File: src/rtl/arbitro_barramento_pkg.sv
// rtl/arbitro_barramento_pkg.sv - shared types and constants for the Barramento arbiter
package pacote_barramento;

    typedef enum logic [1:0] {
        OCIOSO    = 2'd0,
        TRANSFERE = 2'd1,
        LIBERA    = 2'd2
    } estado_t;

    localparam logic [1:0] CTRL_NADA     = 2'b00;
    localparam logic [1:0] CTRL_LER      = 2'b01;
    localparam logic [1:0] CTRL_ESCREVER = 2'b10;

    localparam int N_PORTAS           = 6;
    localparam int LARGURA_BARRAMENTO = 16;

endpackage

File: src/rtl/arbitro_barramento_seletor_rr.sv
// rtl/arbitro_barramento_seletor_rr.sv - combinational round-robin search starting after ptr
module seletor_rr
    import pacote_barramento::*;
(
    input  logic [2:0]          ptr,
    input  logic [N_PORTAS-1:0] valido,
    output logic                achou,
    output logic [2:0]          indice
);

    logic [2:0] cand;

    // The port at ptr itself is visited last, giving it the lowest priority.
    always_comb begin
        achou  = 1'b0;
        indice = '0;
        cand   = '0;
        for (int k = 1; k <= N_PORTAS; k++) begin
            cand = 3'((int'(ptr) + k) % N_PORTAS);
            if (!achou && valido[cand]) begin
                achou  = 1'b1;
                indice = cand;
            end
        end
    end

endmodule

File: src/rtl/arbitro_barramento.sv
// rtl/arbitro_barramento.sv - round-robin arbiter driving the Barramento ctrl_* inputs
// Optional transfer timeout enabled with `define ARBITRO_TIMEOUT_EN.
module arbitro_barramento #(
    parameter int N_PORTAS       = 6,
    parameter int TIMEOUT_CICLOS = 16
) (
    input  logic                    clk,
    input  logic                    rst_n,
    input  logic [N_PORTAS-1:0]     req,
    input  logic [3*N_PORTAS-1:0]   dst,
    output logic [1:0]              ctrl_0,
    output logic [1:0]              ctrl_1,
    output logic [1:0]              ctrl_2,
    output logic [1:0]              ctrl_3,
    output logic [1:0]              ctrl_4,
    output logic [1:0]              ctrl_5,
    output logic [N_PORTAS-1:0]     grant,
    output logic                    ocupado,
    output logic [N_PORTAS-1:0]     erro,
    output logic                    timeout
);

    import pacote_barramento::estado_t;
    import pacote_barramento::OCIOSO;
    import pacote_barramento::TRANSFERE;
    import pacote_barramento::LIBERA;
    import pacote_barramento::CTRL_NADA;
    import pacote_barramento::CTRL_LER;
    import pacote_barramento::CTRL_ESCREVER;

    localparam logic [N_PORTAS-1:0] UM = 1;

    estado_t estado, estado_prox;
    logic [2:0] src, src_prox;
    logic [2:0] dst_l, dst_l_prox;
    logic [2:0] ptr, ptr_prox;

    logic [2:0]          dst_porta [N_PORTAS];
    logic [N_PORTAS-1:0] valido;
    logic [N_PORTAS-1:0] invalido;
    logic [N_PORTAS-1:0] mascara;
    logic                achou;
    logic [2:0]          indice;

    logic [N_PORTAS-1:0][1:0] ctrl_r, ctrl_prox;
    logic [N_PORTAS-1:0]      grant_prox;
    logic [N_PORTAS-1:0]      erro_prox;
    logic                     ocupado_prox;
    logic                     timeout_prox;

`ifdef ARBITRO_TIMEOUT_EN
    localparam logic [7:0] LIMITE = 8'(TIMEOUT_CICLOS);

    logic [7:0] cont;

    // A timed-out port stays masked until its req has been seen low once.
    always_ff @(posedge clk) begin
        if (!rst_n) begin
            cont    <= '0;
            mascara <= '0;
        end else begin
            cont    <= (estado == TRANSFERE) ? cont + 8'd1 : 8'd0;
            mascara <= (mascara & req) | (timeout_prox ? (UM << src) : '0);
        end
    end
`else
    logic [7:0] unused_timeout;
    assign unused_timeout = 8'(TIMEOUT_CICLOS);
    assign mascara        = '0;
`endif

    always_comb begin
        for (int i = 0; i < N_PORTAS; i++) begin
            dst_porta[i] = dst[3*i +: 3];
            invalido[i]  = req[i] && ((dst_porta[i] >= 3'(N_PORTAS)) || (dst_porta[i] == 3'(i)));
            valido[i]    = req[i] && !invalido[i] && !mascara[i];
        end
    end

    seletor_rr u_seletor (
        .ptr    (ptr),
        .valido (valido),
        .achou  (achou),
        .indice (indice)
    );

    always_comb begin
        estado_prox  = estado;
        src_prox     = src;
        dst_l_prox   = dst_l;
        ptr_prox     = ptr;
        erro_prox    = '0;
        timeout_prox = 1'b0;
        case (estado)
            TRANSFERE: begin
                if (!req[src]) begin
                    estado_prox = LIBERA;
                end
`ifdef ARBITRO_TIMEOUT_EN
                else if (cont == LIMITE - 8'd1) begin
                    estado_prox  = LIBERA;
                    timeout_prox = 1'b1;
                end
`endif
            end
            default: begin
                erro_prox = invalido;
                if (achou) begin
                    estado_prox = TRANSFERE;
                    src_prox    = indice;
                    dst_l_prox  = dst_porta[indice];
                    ptr_prox    = indice;
                end else begin
                    estado_prox = OCIOSO;
                end
            end
        endcase
    end

    // Outputs are decoded from the next state so they register on the same edge.
    always_comb begin
        ctrl_prox    = '0;
        grant_prox   = '0;
        ocupado_prox = 1'b0;
        for (int i = 0; i < N_PORTAS; i++) begin
            ctrl_prox[i] = CTRL_NADA;
        end
        if (estado_prox == TRANSFERE) begin
            ctrl_prox[src_prox]   = CTRL_ESCREVER;
            ctrl_prox[dst_l_prox] = CTRL_LER;
            grant_prox            = UM << src_prox;
            ocupado_prox          = 1'b1;
        end
    end

    always_ff @(posedge clk) begin
        if (!rst_n) begin
            estado  <= OCIOSO;
            src     <= '0;
            dst_l   <= '0;
            ptr     <= 3'(N_PORTAS - 1);
            ctrl_r  <= '0;
            grant   <= '0;
            ocupado <= 1'b0;
            erro    <= '0;
            timeout <= 1'b0;
        end else begin
            estado  <= estado_prox;
            src     <= src_prox;
            dst_l   <= dst_l_prox;
            ptr     <= ptr_prox;
            ctrl_r  <= ctrl_prox;
            grant   <= grant_prox;
            ocupado <= ocupado_prox;
            erro    <= erro_prox;
            timeout <= timeout_prox;
        end
    end

    assign ctrl_0 = ctrl_r[0];
    assign ctrl_1 = ctrl_r[1];
    assign ctrl_2 = ctrl_r[2];
    assign ctrl_3 = ctrl_r[3];
    assign ctrl_4 = ctrl_r[4];
    assign ctrl_5 = ctrl_r[5];

endmodule

File: config.mk
export PLATFORM = sky130hd
export DESIGN_NAME = arbitro_barramento
export DESIGN_NICKNAME = d
export VERILOG_FILES = /design/src/rtl/arbitro_barramento_pkg.sv /design/src/rtl/arbitro_barramento_seletor_rr.sv /design/src/rtl/arbitro_barramento.sv
export SDC_FILE = /design/constraint.sdc
export NUM_CORES = 1
export LEC_CHECK = 0
export ABC_AREA = 0
export BUFFER_PORTS_ARGS = -buffer_cell sky130_fd_sc_hd__buf_2
export CAP_MARGIN = 0
export CORE_AREA = 2 2 83 85
export DETAILED_ROUTE_END_ITERATION = 10
export DIE_AREA = 0 0 85 87
export GPL_ROUTABILITY_DRIVEN = 0
export PLACE_DENSITY_LB_ADDON = 0.3
export SYNTH_ARGS = -nofsm -noshare
export SYNTH_HDL_FRONTEND = slang
export SYNTH_SLANG_ARGS = --single-unit
File: constraint.sdc
create_clock -name clk -period 5.4 [get_ports clk]
set_input_delay 0.54 -clock clk [delete_from_list [all_inputs] [get_ports clk]]
set_output_delay 0.54 -clock clk [all_outputs]
set_load 0.005 [all_outputs]
==> results.json, run 1 <==
{
  "status": "finished clean",
  "rows": 30,
  "max_freq_mhz": 203,
  "setup_viol": 0,
  "fill_cells": 663,
  "ioPinCount": 52,
  "tightestPinTransition_ns": 0.758,
  "fin_nets": 385,
  "fin_crit_ns": 4.93,
  "synth_top_area_share_pct": 28.2,
  "netlist_area_um2": 2550,
  "critPathCaptureType": "flip-flop",
  "ys.flop_type": "dfxtp_1",
  "grt_setup_unrepaired": "no",
  "placed_cell_area_um2": 2870,
  "n_antenna_cell": 0,
  "hold_path_class": "input pin to flip-flop",
  "hold_buffers": 0,
  "drt-total-wl_um": 6990,
  "post_cts_resized": 0,
  "cts_root_buf": "clkbuf_8",
  "grt_first_pass_wirelength_um": 11000,
  "hpwl_um": 5420,
  "fin_ws_ns": 0.472,
  "multi_input_area_um2": 1720,
  "io_buffers": 50,
  "layout_common_cells": "buf_2 (50), dfxtp_1 (36), nand2_1 (26), inv_1 (14), nand3_1 (14)",
  "dp_slack_ns": 0.506,
  "grt_pass1_vias": 2208,
  "crit_start": "ptr[2]",
  "ys_types": 66,
  "clock_sinks": 36,
  "stdcell_count": 427,
  "worst_setup_path_start_kind": "flip-flop",
  "initial_utilization_pct": 38.9,
  "detail_route.iter0.violations": 146,
  "final_area_um2": 2960,
  "synthToLayoutAreaGrowth_pct": 16.0,
  "dieHeight_um": 87,
  "die_x_um": 85,
  "skew_ns": 0.00492,
  "critPathArrivalTime_ns": 5.09,
  "period_share_pct": 91.3,
  "yosysWarnings": 0,
  "cts_tree": "yes",
  "ys_top_cells_by_area": "dfxtp_1 (28%), ha_1 (6.4%), mux2i_1 (5.1%)",
  "drv_cap": 0,
  "syn-num-nets": 336,
  "ant_nets": 0,
  "drive_gt1_share_pct": 23.3,
  "antenna_found_initial": 0,
  "avgSynthCellArea_um2": 8.60,
  "cts_buffers": 5,
  "avgRoutedWirePerCell_um": 16.4,
  "synth_top_cell_by_area": "dfxtp_1",
  "grtUsageTotal_pct": 18.9,
  "vias_per_cell": 5.76,
  "cts_setup_buffers": 0,
  "synth_cells": 297,
  "vias": 2461,
  "cts.clk_slew.worst_paths_ns": 0.08,
  "numPlacedInstances": 419,
  "postSynth.asyncResetShare_pct": 0,
  "grt_max_degree": 16,
  "clkLatencyLatePin_ns": 0.29,
  "final_common_cell": "buf_2",
  "cts_buffer_depth": 2,
  "core_um2": 6570,
  "route.detailed.drc": 0,
  "critPathMaxFanout": 12,
  "firstDrtPassIters": 4,
  "cp_data_required_time_ns": 5.56,
  "die-area_um2": 7400,
  "tns_ns": 0,
  "seq_area_frac_synth_pct": 28.2,
  "ys_ff_latch": 36,
  "maxSlewHeadroom_pct": 49.3,
  "grt-ovfl-total": 0,
  "min_from": "req[5]",
  "worstSetupPathType": "flip-flop to flip-flop",
  "drv_slew": 0,
  "hold_viol_final": 0,
  "r2r-start": "ptr[2]",
  "htreeDepth": 2,
  "synth-edff-count": 0,
  "regArea_um2": 721
}
[layer usage]
layer | track usage, % | wire (µm) | part of all wire [%] | vias to the layer above
met5 | 0 | 0 | 0 | -
met4 | 6.20 | 86 | 1.2 | 0
li1 | - | - | - | 1217
met1 | 25.5 | 3150 | 45 | 1160
met2 | 31.2 | 3420 | 49 | 77
met3 | 2.94 | 336 | 4.8 | 7
[cell families (layout without fill, tap and decap cells)]
| group | after synthesis | in the layout | synth area share [%] |
|---|---|---|---|
| other | 1 | 1 | 0.147 |
| muxes | 19 | 19 | 9.65 |
| and+or+nand+nor | 116 | 116 | 25.6 |
| adders and majority gates | 13 | 13 | 6.37 |
| xor gates and xnor gates | 4 | 4 | 1.96 |
| buffers and inverters | 28 | 78 | 4.56 |
| DFF | 36 | 36 | 28.2 |
| AOI/OAI and AO/OA | 80 | 80 | 23.5 |
[flip-flops by register name, indices dropped and copies added, names as in the netlist]
| name | cells |
|---|---|
| ctrl_2 | 2 |
| ocupado | 1 |
| grant | 6 |
| src | 3 |
| ptr | 3 |
| ctrl_1 | 2 |
| estado | 2 |
| ctrl_0 | 2 |
| ctrl_5 | 2 |
| dst_l | 3 |
| erro | 6 |
| ctrl_3 | 2 |
| ctrl_4 | 2 |
[stage by stage]
stage          hold slack [ns]  utilization, %
2_1_floorplan            0.507               -
3_3_place_gp             0.526            43.8
3_5_place_dp             0.534            43.8
4_1_cts                  0.492            45.1
5_1_grt                  0.518            45.1
6_report                 0.503            45.1
[synthesized netlist by cell type, drive strengths merged (2+ instances only)]
master    n
mux4      4
and3      5
clkbuf    4
nand3    14
nand4     3
nand2    26
a21o      9
buf       7
nor3b     2
a211o     4
o31a      5
nor2b     4
or2       4
nand3b    2
o22ai     3
a31oi     5
a211oi    6
mux2i    13
dfxtp    36
or3       2
o21ai     7
and2     11
ha       13
nand2b    7
and4      5
nor3      5
nor2     12
xnor2     3
or3b      3
a21oi    13
o2bb2ai   2
nor4      9
o211ai    4
a31o      2
inv      17
mux2      2
o32ai     2
o31ai     6
a2bb2oi   3
[worst max-delay path, stage by stage (launching register included)]
cell and delay (ns):
dfxtp_1 0.62, inv_1 0.20, ha_1 0.38, nand2_1 0.19, nand2_1 0.08, ha_1 0.31
nand3b_1 0.20, xor2_1 0.16, a22o_1 0.26, o211ai_1 0.29, o21ai_0 0.28, a211o_1 0.36
a21oi_1 0.14, buf_4 0.22, mux4_2 0.56, a21oi_1 0.42, a31oi_1 0.13
[final cells by class]
| cell class | instances | share of cell area, % |
|---|---|---|
| multi-input cells | 233 | 58.0 |
| flip-flops and latches | 36 | 24.3 |
| repair buffers | 53 | 9.21 |
| well taps | 80 | 3.38 |
| clock buffers | 5 | 2.32 |
| inverters | 17 | 2.15 |
| clock inverters | 3 | 0.634 |
[final timing paths]
check / end / slack [ns] / cells after the start
worst max-delay path: ctrl_3[1] / 0.47 / 16
worst min-delay path: erro[5] / 0.50 / 3
worst max register to register: ctrl_3[1] / 0.47 / 16
worst min register to register: estado[1] / 0.55 / 1
Power of run 1 is not shown: default switching activity piles up to over one toggle a cycle in this logic, so the estimate is an artifact.
==> inputs of run 2 (changes only) <==
--- a/config.mk
+++ b/config.mk
@@ -5,12 +5,12 @@
 export SDC_FILE = /design/constraint.sdc
 export NUM_CORES = 1
 export LEC_CHECK = 0
-export ABC_AREA = 0
+export ABC_AREA = 1
 export BUFFER_PORTS_ARGS = -buffer_cell sky130_fd_sc_hd__buf_2
 export CAP_MARGIN = 0
-export CORE_AREA = 2 2 83 85
+export CORE_AREA = 2 2 86 88
 export DETAILED_ROUTE_END_ITERATION = 10
-export DIE_AREA = 0 0 85 87
+export DIE_AREA = 0 0 88 90
 export GPL_ROUTABILITY_DRIVEN = 0
 export PLACE_DENSITY_LB_ADDON = 0.3
 export SYNTH_ARGS = -nofsm -noshare
==> run 2 against run 1 <==
Setup slack improved by 0.79 ns. Critical path depth grew 7. Register-to-register slack better by 0.79 ns. Area after synthesis grew 5.6%.
==> results.json, run 2 <==
{
  "cp_data_required_time_ns": 5.59,
  "route.detailed.drc": 0,
  "n_antenna_cell": 0,
  "synthAdderAreaFrac_pct": 6.03,
  "tns_ns": 0,
  "clkLatencyLatePin_ns": 0.29,
  "synth_common_cells": "nand2_1 (126), inv_1 (57), nand3_1 (56)",
  "critPathMaxFanout": 18,
  "worst_setup_path_start_kind": "flip-flop",
  "rows": 31,
  "tightestPinTransition_ns": 0.742,
  "synth-edff-count": 0,
  "hpwl_um": 5660,
  "fin_ws_ns": 1.26,
  "firstDrtPassIters": 4,
  "dieHeight_um": 90,
  "detail_route.iter0.violations": 98,
  "seq_area_frac_synth_pct": 26.7,
  "crit_family": "simple AND/OR/NAND/NOR gates",
  "hold_buffers": 0,
  "grtUsageTotal_pct": 18.8,
  "syn-num-nets": 466,
  "synthToLayoutAreaGrowth_pct": 16.0,
  "numPlacedInstances": 572,
  "multi_input_area_um2": 1690,
  "r2r_cells": 23,
  "path_buf_inv": 2,
  "ant_nets": 0,
  "wl_met2_um": 3430,
  "min_path_cells": 3,
  "final_common_cell": "nand2_1",
  "antenna_found_initial": 0,
  "status": "finished clean",
  "yosysWarnings": 0,
  "regArea_um2": 721,
  "fill_cells": 741,
  "drv_slew": 0,
  "placed_cell_area_um2": 3040,
  "io_buffers": 50,
  "synth-compound-area-share_pct": 8.21,
  "period_share_pct": 76.7,
  "maxSlewHeadroom_pct": 50.5,
  "path_depth": 23,
  "reg2reg_slack_ns": 1.26,
  "cts_root_buf": "clkbuf_8",
  "htreeDepth": 2,
  "stdcell_count": 580,
  "netlist_area_um2": 2700,
  "ys_top_cells_by_area": "dfxtp_1 (27%), nand2_1 (18%), nand3_1 (10%)",
  "setup_viol": 0,
  "avgSynthCellArea_um2": 6.31,
  "layout_common_cells": "nand2_1 (126), inv_1 (57), nand3_1 (56), buf_2 (50), nor2_1 (37)",
  "dr_wl_met3_um": 267,
  "synth_top_area_share_pct": 26.7,
  "grt_max_degree": 19,
  "max_stage_delay_ns": 0.81,
  "drive_gt1_share_pct": 21.0,
  "clock_sinks": 36,
  "drt-met1-wl_um": 3170,
  "final_area_um2": 3130,
  "post_cts_resized": 0,
  "critPathCaptureType": "flip-flop",
  "critical_path.cell_chain": "inv_2 -> ha_1 -> nand2_1 -> nand2_2 -> ha_1 -> nor2_1 -> nand2_1 -> nand2_1 -> nand3_1 -> nand2_2 -> nand2_1 -> nand3_1 -> nand2_2 -> nor3_4 -> nand3b_1 -> nand2_2 -> inv_2 -> nand2_1 -> o21ai_0 -> nor2_2 -> nand2_1 -> nor2_1 -> nor2_1",
  "postSynth.asyncResetShare_pct": 0,
  "die-area_um2": 7920,
  "dr.max_layer_used": "met4",
  "vias_per_cell": 4.84,
  "grt_setup_unrepaired": "no",
  "critPathArrivalTime_ns": 4.33,
  "die_x_um": 88,
  "dp_slack_ns": 1.29,
  "drt-total-wl_um": 7020,
  "drv_cap": 0,
  "cts_setup_buffers": 0,
  "cts.clk_slew.worst_paths_ns": 0.08,
  "grt_pass1_vias": 2718,
  "grt_first_pass_wirelength_um": 12000,
  "skew_ns": 0.00549,
  "hold_path_class": "input pin to flip-flop",
  "cp_slowest_cell": "dfxtp_1",
  "cts_buffer_depth": 2,
  "worstSetupPathType": "flip-flop to flip-flop",
  "max_freq_mhz": 242,
  "cts_buffers": 5,
  "hold_viol_final": 0,
  "cts_tree": "yes",
  "vias": 2809,
  "synth_cells": 427,
  "synth_top_family_by_area": "simple AND/OR/NAND/NOR gates",
  "ys_types": 41,
  "fin_nets": 519,
  "synth_top_cell_by_area": "dfxtp_1",
  "synth_mux_area_share_pct": 0,
  "fin_crit_ns": 4.14,
  "grt-ovfl-total": 0,
  "cp_common_cell": "nand2_1",
  "synth.most_common_cell": "nand2_1",
  "avgRoutedWirePerCell_um": 12.1,
  "ioPinCount": 52,
  "initial_utilization_pct": 38.4,
  "synthSimpleGateAreaFrac_pct": 47.3,
  "core_um2": 7020,
  "reg.largest.list": "erro: 6 flops, grant: 6 flops",
  "ys_ff_latch": 36,
  "synth_xor_area_share_pct": 0.928,
  "ys.flop_type": "dfxtp_1"
}
-- run 2: cell count changes after synthesis, moves of 6 or more --
cell / change
nand2b_1: -6
nand4_1: +7
nand2_1: +100
nand3_1: +42
mux2i_1: -13
nor2_1: +25
a21o_1: -9
nand2_2: +11
inv_1: +43
nor4_1: -9
and2_1: -10
a211oi_1: -6
-- run 2: final timing paths --
kind / from / end
worst max-delay path: ptr[0] / ctrl_1[1]
worst min-delay path: req[4] / erro[4]
worst max register to register: ptr[0] / ctrl_1[1]
worst min register to register: estado[1] / estado[0]
-- run 2: cells by family after synthesis --
group | count (synthesis)
buffers and inverters | 71
other | 1
adders and majority gates | 13
xor gates and xnor gates | 2
DFF | 36
and+or+nand+nor | 268
AOI/OAI and AO/OA | 36
-- run 2: per-stage QoR --
step                hold slack, ns  util (%)
finish                       0.488      44.6
global route                 0.495      44.6
CTS                          0.491      44.6
detailed placement           0.541      43.2
global placement             0.535      43.2
floorplan                    0.504         -
-- run 2: area by class of cell --
cell class	count	share of cell area (%)
multi-input combinational	320	54.0
sequential	36	23.0
inverter	67	8.04
timing repair buffer	50	8.00
tap	99	3.96
clock buffer	5	2.20
clock inverter	3	0.760
-- run 2: routing by layer --
layer	track usage, %	vias up
met5	0	-
met4	7.05	0
met3	3.76	11
met2	31.6	68
met1	23.2	1265
li1	-	1465
-- run 2: worst reg2reg max path, cell delays in order (launching register included) --
cell and delay, ns:
dfxtp_1 0.81, inv_2 0.21, ha_1 0.28, nand2_1 0.09, nand2_2 0.09, ha_1 0.28
nor2_1 0.11, nand2_1 0.06, nand2_1 0.09, nand3_1 0.12, nand2_2 0.13, nand2_1 0.05
nand3_1 0.09, nand2_2 0.12, nor3_4 0.24, nand3b_1 0.13, nand2_2 0.16, inv_2 0.14
nand2_1 0.23, o21ai_0 0.15, nor2_2 0.18, nand2_1 0.09, nor2_1 0.13, nor2_1 0.05
Power of run 2 is left out for the same reason.
==> inputs of run 3 (changes only) <==
==> constraint.sdc (replaced) <==
create_clock -name clk -period 4.2 [get_ports clk]
set_input_delay 0.42 -clock clk [delete_from_list [all_inputs] [get_ports clk]]
set_output_delay 0.42 -clock clk [all_outputs]
set_load 0.005 [all_outputs]
==> run 3 against run 2 <==
Flip-flop and latch count did not move. First-iteration DRC count increased by 37%. Fmax grew 6.2%. Global-route usage shrank 0.16 points. Setup slack got worse by 0.96 ns. Critical path depth decreased by 1. Design area up 1.4%. Non-clock buffer count up 4. Count of clock-buffer cells in the layout rose by 3. Clock skew decreased by 0.00068 ns. Die area did not move. Final cell count is 0.69% higher. Critical endpoint unchanged.
==> results.json, run 3 (same netlist as run 2, synthesis figures left out) <==
{
  "r2r_cells": 22,
  "min_from": "rst_n",
  "period_share_pct": 92.8,
  "cts_root_buf": "clkbuf_8",
  "fin_crit_ns": 3.90,
  "htreeDepth": 2,
  "max_freq_mhz": 256,
  "clock_sinks": 36,
  "reg.largest.list": "erro: 6 flops, grant: 6 flops",
  "cp_data_required_time_ns": 4.38,
  "n_antenna_cell": 0,
  "io_buffers": 50,
  "cts.clk_slew.worst_paths_ns": 0.06,
  "final_common_cell": "nand2_1",
  "drive_gt1_share_pct": 22.1,
  "rows": 31,
  "final_area_um2": 3170,
  "grt_first_pass_wirelength_um": 11900,
  "critPathMaxFanout": 10,
  "fin_nets": 523,
  "drv_cap": 0,
  "dp_slack_ns": 0.0908,
  "avgRoutedWirePerCell_um": 12.3,
  "die_x_um": 88,
  "die-area_um2": 7920,
  "vias": 2811,
  "tns_ns": 0,
  "hold_viol_final": 0,
  "core_um2": 7020,
  "worstSetupPathType": "flip-flop to flip-flop",
  "ant_nets": 0,
  "dieHeight_um": 90,
  "grt_max_degree": 12,
  "hpwl_um": 5730,
  "cts_tree": "yes",
  "detail_route.iter0.violations": 134,
  "tightestPinTransition_ns": 0.678,
  "clkLatencyLatePin_ns": 0.29,
  "layout_common_cells": "nand2_1 (125), inv_1 (56), nand3_1 (56), buf_2 (50), nor2_1 (36)",
  "grt-ovfl-total": 0,
  "cts_buffer_depth": 2,
  "route.detailed.drc": 0,
  "worst_setup_path_start_kind": "flip-flop",
  "hold_path_class": "input pin to flip-flop",
  "drv_slew": 0,
  "critPathCaptureType": "flip-flop",
  "antenna_found_initial": 0,
  "vias_per_cell": 4.81,
  "status": "finished clean",
  "grt_pass1_vias": 2669,
  "skew_ns": 0.00481,
  "critPathArrivalTime_ns": 4.08,
  "ioPinCount": 52,
  "synthToLayoutAreaGrowth_pct": 17.7,
  "crit_start": "ptr[1]",
  "fin_ws_ns": 0.301,
  "maxSlewHeadroom_pct": 54.3,
  "placed_cell_area_um2": 3050,
  "r2r-start": "ptr[1]",
  "drt-total-wl_um": 7150,
  "setup_viol": 0,
  "min_path_cells": 2,
  "initial_utilization_pct": 38.4,
  "cts_buffers": 5,
  "grtUsageTotal_pct": 18.6,
  "hold_buffers": 0,
  "firstDrtPassIters": 5
}
==> run 3: changes by cell type in the layout (fill, tap and decap cells not counted), sizes merged <==
cell,delta
buf,+4
clkbuf,+3
clkinv,-1
clkinvlp,-1
inv,-1
==> run 3: per-stage QoR <==
stage / cells / util, % / hold slack, ns
after floorplan: 427 / - / 0.504
after global placement: 574 / 43.5 / 0.528
after detailed placement: 574 / 43.5 / 0.528
after CTS: 582 / 44.7 / 0.391
after global routing: 584 / 45.2 / 0.398
final: 584 / 45.2 / 0.396
==> run 3: path summary, 6_finish.rpt <==
kind | slack [ns] | end
worst max-delay path | 0.30 | ctrl_1[1]
worst max register to register | 0.30 | ctrl_1[1]
worst min register to register | 0.53 | estado[0]
worst min-delay path | 0.40 | ptr[0]
==> run 3: layer usage <==
layer	vias up	global-route usage (%)	share of wire [%]
met2	55	32.4	48
met1	1267	22.5	46
met4	0	7.18	2.6
met5	-	0	0
met3	17	2.75	3.0
li1	1472	-	-
==> run 3: area by class of cell <==
cell class	count	area, µm²
inverter	67	255
fill	735	3850
timing repair buffer	54	280
sequential	36	722
clock buffer	8	90.1
multi-input combinational	320	1700
tap	99	124
==> run 3: worst max-delay path, stage by stage (launching register included) <==
cell and delay [ns]:
dfxtp_2 0.46, clkinvlp_4 0.19, ha_1 0.30, a21oi_2 0.22, inv_1 0.08, ha_1 0.29, nor2_1 0.10, nand2_1 0.06
nand2_1 0.09, nand3_1 0.12, nand2_2 0.13, nand2_1 0.05, nand3_1 0.09, nand2_2 0.12, nor3_4 0.24, nand3b_1 0.17
nand2_2 0.20, inv_2 0.14, or2_2 0.30, nand2_2 0.15, nand2_1 0.10, nor2_1 0.14, nor2_1 0.05
==> run 3: what timing repair did <==
| action | 4_1_cts | 5_1_grt |
|---|---|---|
| setup endpoints to repair | 0 | 17 |
| resized for setup | 0 | 5 |
| setup buffers | 0 | 2 |
Power of run 3 is left out for the same reason.
